### src/rtl/sram_port_arbiter.sv
// Arbitrates one single-port synchronous SRAM between the fetch port and the
// MEM-stage data port; data wins unless fetch has been starved STARVE_MAX times.
module sram_port_arbiter #(
  parameter int LAT        = 1,
  parameter int STARVE_MAX = 4
) (
  input  logic        clk,
  input  logic        rst,
  input  logic        flush,
  input  logic        inst_req,
  input  logic [31:0] inst_addr,
  output logic [31:0] inst_rdata,
  output logic        inst_valid,
  output logic        inst_stall,
  input  logic        data_req,
  input  logic [31:0] data_addr,
  input  logic [3:0]  data_wen,
  input  logic [31:0] data_wdata,
  output logic [31:0] data_rdata,
  output logic        data_valid,
  output logic        data_stall,
  output logic        sram_en,
  output logic [31:0] sram_addr,
  output logic [3:0]  sram_wen,
  output logic [31:0] sram_wdata,
  input  logic [31:0] sram_rdata
);
  typedef enum logic [1:0] {IDLE, ISSUE, WAIT, RESP} state_e;

  localparam logic [2:0] LAT_C    = 3'(LAT);
  localparam logic [3:0] STARVE_C = 4'(STARVE_MAX);
  localparam logic       OWN_INST = 1'b0;
  localparam logic       OWN_DATA = 1'b1;

  state_e      state_q, state_d;
  logic        owner_q, owner_d;
  logic        wr_q, wr_d;
  logic        drop_q, drop_d;
  logic [2:0]  cnt_q, cnt_d;
  logic [3:0]  starve_q, starve_d;
  logic [31:0] addr_q, addr_d;
  logic [3:0]  wen_q, wen_d;
  logic [31:0] wdata_q, wdata_d;
  logic [31:0] inst_rdata_q, inst_rdata_d;
  logic [31:0] data_rdata_q, data_rdata_d;
  logic        force_inst, grant_data, grant_inst;

  always_comb begin
    state_d      = state_q;
    owner_d      = owner_q;
    wr_d         = wr_q;
    drop_d       = drop_q;
    cnt_d        = cnt_q;
    starve_d     = starve_q;
    addr_d       = addr_q;
    wen_d        = wen_q;
    wdata_d      = wdata_q;
    inst_rdata_d = inst_rdata_q;
    data_rdata_d = data_rdata_q;
    inst_valid   = 1'b0;
    data_valid   = 1'b0;
    sram_en      = 1'b0;
    sram_addr    = '0;
    sram_wen     = '0;
    sram_wdata   = '0;
    grant_data   = 1'b0;
    grant_inst   = 1'b0;
    // A flushed fetch cannot win, so starvation only overrides data when IF could take the slot.
    force_inst   = inst_req && !flush && (starve_q == STARVE_C);

    case (state_q)
      IDLE: begin
        grant_data = data_req && !force_inst;
        grant_inst = !grant_data && inst_req && !flush;
        if (grant_data || grant_inst) begin
          owner_d = grant_data ? OWN_DATA : OWN_INST;
          wr_d    = grant_data && (data_wen != 4'b0);
          addr_d  = grant_data ? data_addr : inst_addr;
          wen_d   = grant_data ? data_wen : 4'b0;
          wdata_d = grant_data ? data_wdata : 32'b0;
          drop_d  = 1'b0;
          state_d = ISSUE;
        end
      end
      ISSUE: begin
        sram_en    = 1'b1;
        sram_addr  = addr_q;
        sram_wen   = wen_q;
        sram_wdata = wdata_q;
        if (flush && owner_q == OWN_INST) drop_d = 1'b1;
        if (wr_q) begin
          state_d = RESP;
        end else begin
          cnt_d   = 3'd1;
          state_d = WAIT;
        end
      end
      WAIT: begin
        if (flush && owner_q == OWN_INST) drop_d = 1'b1;
        if (cnt_q == LAT_C) begin
          if (owner_q == OWN_DATA) data_rdata_d = sram_rdata;
          else                     inst_rdata_d = sram_rdata;
          state_d = RESP;
        end else begin
          cnt_d = cnt_q + 3'd1;
        end
      end
      RESP: begin
        data_valid = (owner_q == OWN_DATA);
        inst_valid = (owner_q == OWN_INST) && !drop_q;
        drop_d     = 1'b0;
        state_d    = IDLE;
      end
      default: state_d = IDLE;
    endcase

    if (!inst_req || grant_inst)
      starve_d = '0;
    else if (grant_data && starve_q != STARVE_C)
      starve_d = starve_q + 4'd1;
  end

  always_ff @(posedge clk) begin
    if (rst) begin
      state_q      <= IDLE;
      owner_q      <= OWN_INST;
      wr_q         <= 1'b0;
      drop_q       <= 1'b0;
      cnt_q        <= '0;
      starve_q     <= '0;
      addr_q       <= '0;
      wen_q        <= '0;
      wdata_q      <= '0;
      inst_rdata_q <= '0;
      data_rdata_q <= '0;
    end else begin
      state_q      <= state_d;
      owner_q      <= owner_d;
      wr_q         <= wr_d;
      drop_q       <= drop_d;
      cnt_q        <= cnt_d;
      starve_q     <= starve_d;
      addr_q       <= addr_d;
      wen_q        <= wen_d;
      wdata_q      <= wdata_d;
      inst_rdata_q <= inst_rdata_d;
      data_rdata_q <= data_rdata_d;
    end
  end

  assign inst_rdata = inst_rdata_q;
  assign data_rdata = data_rdata_q;
  assign inst_stall = inst_req & ~inst_valid;
  assign data_stall = data_req & ~data_valid;
endmodule

### config.mk
export PLATFORM = sky130hd
export DESIGN_NAME = sram_port_arbiter
export DESIGN_NICKNAME = d
export VERILOG_FILES = /design/src/rtl/sram_port_arbiter.sv
export SDC_FILE = /design/constraint.sdc
export NUM_CORES = 1
export LEC_CHECK = 0
export BUFFER_PORTS_ARGS = -buffer_cell sky130_fd_sc_hd__buf_4
export CORE_MARGIN = 4
export CORE_UTILIZATION = 51
export DETAILED_ROUTE_END_ITERATION = 6
export GPL_ROUTABILITY_DRIVEN = 0
export PLACE_DENSITY = 0.86
export SKIP_CTS_REPAIR_TIMING = 1
export SLEW_MARGIN = 10
export SYNTH_ARGS = -nofsm -noshare
export SYNTH_HDL_FRONTEND = slang
export SYNTH_SLANG_ARGS = --single-unit
### constraint.sdc
create_clock -name clk -period 4.52 [get_ports clk]
set_clock_uncertainty 0.15 [all_clocks]
set_input_delay 0.904 -clock clk [delete_from_list [all_inputs] [get_ports clk]]
set_output_delay 0.904 -clock clk [all_outputs]
set_load 0.01 [all_outputs]
==> qor.yml <==
cts.path.max_buffers: 2
worstPathRequired_ns: 3.47
cts_root_buf: "clkbuf_16"
synth.largest_area_cell: "dfxtp_1"
drt-initial-drc-count: 479
grt_setup_unrepaired: "false"
layout_worst_path_cycle_share_pct: 71.3
die_x_um: 117
synthFlopType: "dfxtp_1"
drive_above_1_share_pct: 38.4
grt_usage_pct: 24.9
slew_viol_final: 0
cts_max_level: 4
dp_hpwl_um: 12300
die-area_mm2: 0.0136
synth_area_leaders: "dfxtp_1, a21oi_1, nand2_1, and2_1, o221a_2"
outcome: "complete, no violations"
power_density_mw_per_mm2: 491
clkTransAtPathRegs_ns: 0.06
drc: 0
die_y_um: 117
yosys_warnings: 0
period_needed_ns: 3.22
core_mm2: 0.0115
diodes: 0
cp_slowest_cell: "ha_2"
via_per_inst: 5.22
crit_path_cell_trace: "ha_2, and2_1, buf_4"
r2r-start: "state_q[0]"
fmax_mhz: 310
first_pass_iters: 5
finalHoldViolations: 0
vias: 5802
synthesis.area_mm2: 0.00604
final_cell_area_mm2: 0.00871
critPathBufInv: 1
critPathMaxStageDelay_ns: 0.94
avgSynthCellArea_um2: 8.53
cts_tree: "yes"
final_nets: 1100
synth_edf_count: 0
place_area_mm2: 0.00811
hold_depth: 2
critPathCaptureType: "output pin"
rr_endpoint: "inst_rdata[25]"
clk_latency_ns: 0.40
rows: 39
synthCells: 708
async_flop_share_pct: 0
tightest_slew_ns: 1.10
grt-ovfl-total: 0
routed_wl_um: 17600
min_from: "data_rdata[10]"
clock_sinks: 144
synth_top_area_share_pct: 47.8
vdd_drop_max_uv: 263
routedWlPerCell_um: 15.9
grt_pass1_wl_um: 27100
p_leak_nw: 3.83
initial_core_util_pct: 52.4
io_pins: 274
port_buffers: 273
ys_seq_area_share_pct: 47.8
final-setup-viol-count: 0
max_slew_margin_pct: 26.3
cp-start-kind: "flip-flop"
synth_fp_nets: 853
path_max_fanout: 73
path_delay_family: "adder cells"
area_delta_synth_final_pct: 44.2
synth_cell_types: 40
grt_pass1_vias: 5688
antenna_found_initial: 0
regToRegSetupSlack_ns: 1.95
synth_seq_cells: 144
cap_viol_max_count: 0
grt_max_degree: 81
path_class: "reg2out"
p_total_w: 0.00427
rr_worst_depth: 7
drtAntennaViolNets: 0
hp-class: "reg2reg"
critPathArrivalTime_ns: 2.17
fin_tns_setup_ns: 0
cts_buffers: 17
worstHoldEndpoint: "data_rdata[10]"
## worst min-delay path, delay by kind of cell, from the launching register on
kind / cells / cell delay [ns]
AOI/OAI and AO/OA: 1 / 0.05
and+or+nand+nor: 1 / 0.05
DFF: 1 / 0.31
## placed cells by master, fill, tap and decap left out, types with 3 or more instances in the layout
master	synthesis	final
a21oi_1	102	102
a22oi_1	18	18
a22oi_2	19	19
and2_1	70	70
buf_4	1	284
bufinv_16	0	3
clkbuf_1	29	3
clkbuf_16	0	17
clkinv_4	0	3
dfxtp_1	144	144
ha_1	8	7
inv_1	40	40
mux2i_1	3	3
nand2_1	134	134
nand2b_1	3	3
nor2_1	47	45
nor2b_1	4	4
nor3_1	4	4
o221a_2	32	32
## state kept, by name, summed over array words and instances (netlist names), 2 cells and up
register and flops:
starve_q 4, inst_rdata 32, wdata_q 32, addr_q 32, state_q 2, wen_q 4, cnt_q 3, data_rdata 32
## Yosys cell counts, types with 2 or more instances
| library cell | count |
|---|---|
| clkbuf_1 | 29 |
| nand2_1 | 134 |
| buf_6 | 3 |
| nand3b_1 | 2 |
| nand4_1 | 2 |
| mux2i_1 | 3 |
| nor3_1 | 4 |
| a21oi_1 | 102 |
| nor3b_1 | 2 |
| nand3_1 | 2 |
| inv_1 | 40 |
| nor2_1 | 47 |
| nor2b_1 | 4 |
| buf_2 | 20 |
| ha_1 | 8 |
| o221a_2 | 32 |
| a22oi_2 | 19 |
| dfxtp_1 | 144 |
| a22oi_1 | 18 |
| buf_1 | 2 |
| nand2b_1 | 3 |
| and2_1 | 70 |
## worst max-delay path by stage
stage,cells past startpoint,to,slack [ns],from
5_1_grt,3,sram_wdata[18],1.15,state_q[0]
4_1_cts,3,sram_wdata[18],1.31,state_q[0]
6_report,3,sram_wdata[18],1.30,state_q[0]
3_5_place_dp,3,sram_wdata[18],1.74,state_q[0]
2_1_floorplan,5,sram_addr[0],1.98,state_q[0]
3_3_place_gp,3,sram_addr[30],1.82,state_q[0]
## layer usage
metal | GRT usage (%) | vias to the layer above | share of wire (%)
met5 | 0 | - | 0
met4 | 8.64 | 0 | 1.7
met3 | 6.84 | 20 | 7.4
met2 | 42.8 | 210 | 51
met1 | 30.1 | 2701 | 40
li1 | - | 2871 | -
## through the flow
stage	utilization (%)	instances	setup slack, ns	hold WS (ns)
3_3_place_gp	70.4	1079	1.82	0.292
3_5_place_dp	70.4	1079	1.74	0.297
2_1_floorplan	-	708	1.98	0.296
6_report	75.6	1111	1.30	0.304
4_1_cts	75.6	1111	1.31	0.305
5_1_grt	75.6	1111	1.15	0.320
## final cells by class
cell class	instances	area [um^2]
Multi-Input combinational cell	468	2770
Fill cell	891	2810
Inverter	40	150
Clock inverter	12	159
Clock buffer	20	437
Timing Repair Buffer	284	2130
Sequential cell	144	2880
Tap cell	143	179
## report_power, final
part	switching, W	internal [W]	leakage [nW]
logic	0.000702	0.000577	2.37
clock network	0.000533	0.000872	0.285
registers	0.000119	0.00147	1.17
## kinds of logic (layout without fill, tap and decap cells)
logic type      after synthesis  count (layout)  share of synthesized area (%)
compound gates              180             180                           21.8
xor+xnor                      2               2                          0.290
fa+ha+maj                     8               8                           1.66
buf+inv                      96             356                           6.84
flops                       144             144                           47.8
mux                           3               3                          0.498
simple gates                275             275                           21.1
Power figures use the tool's default switching activity.
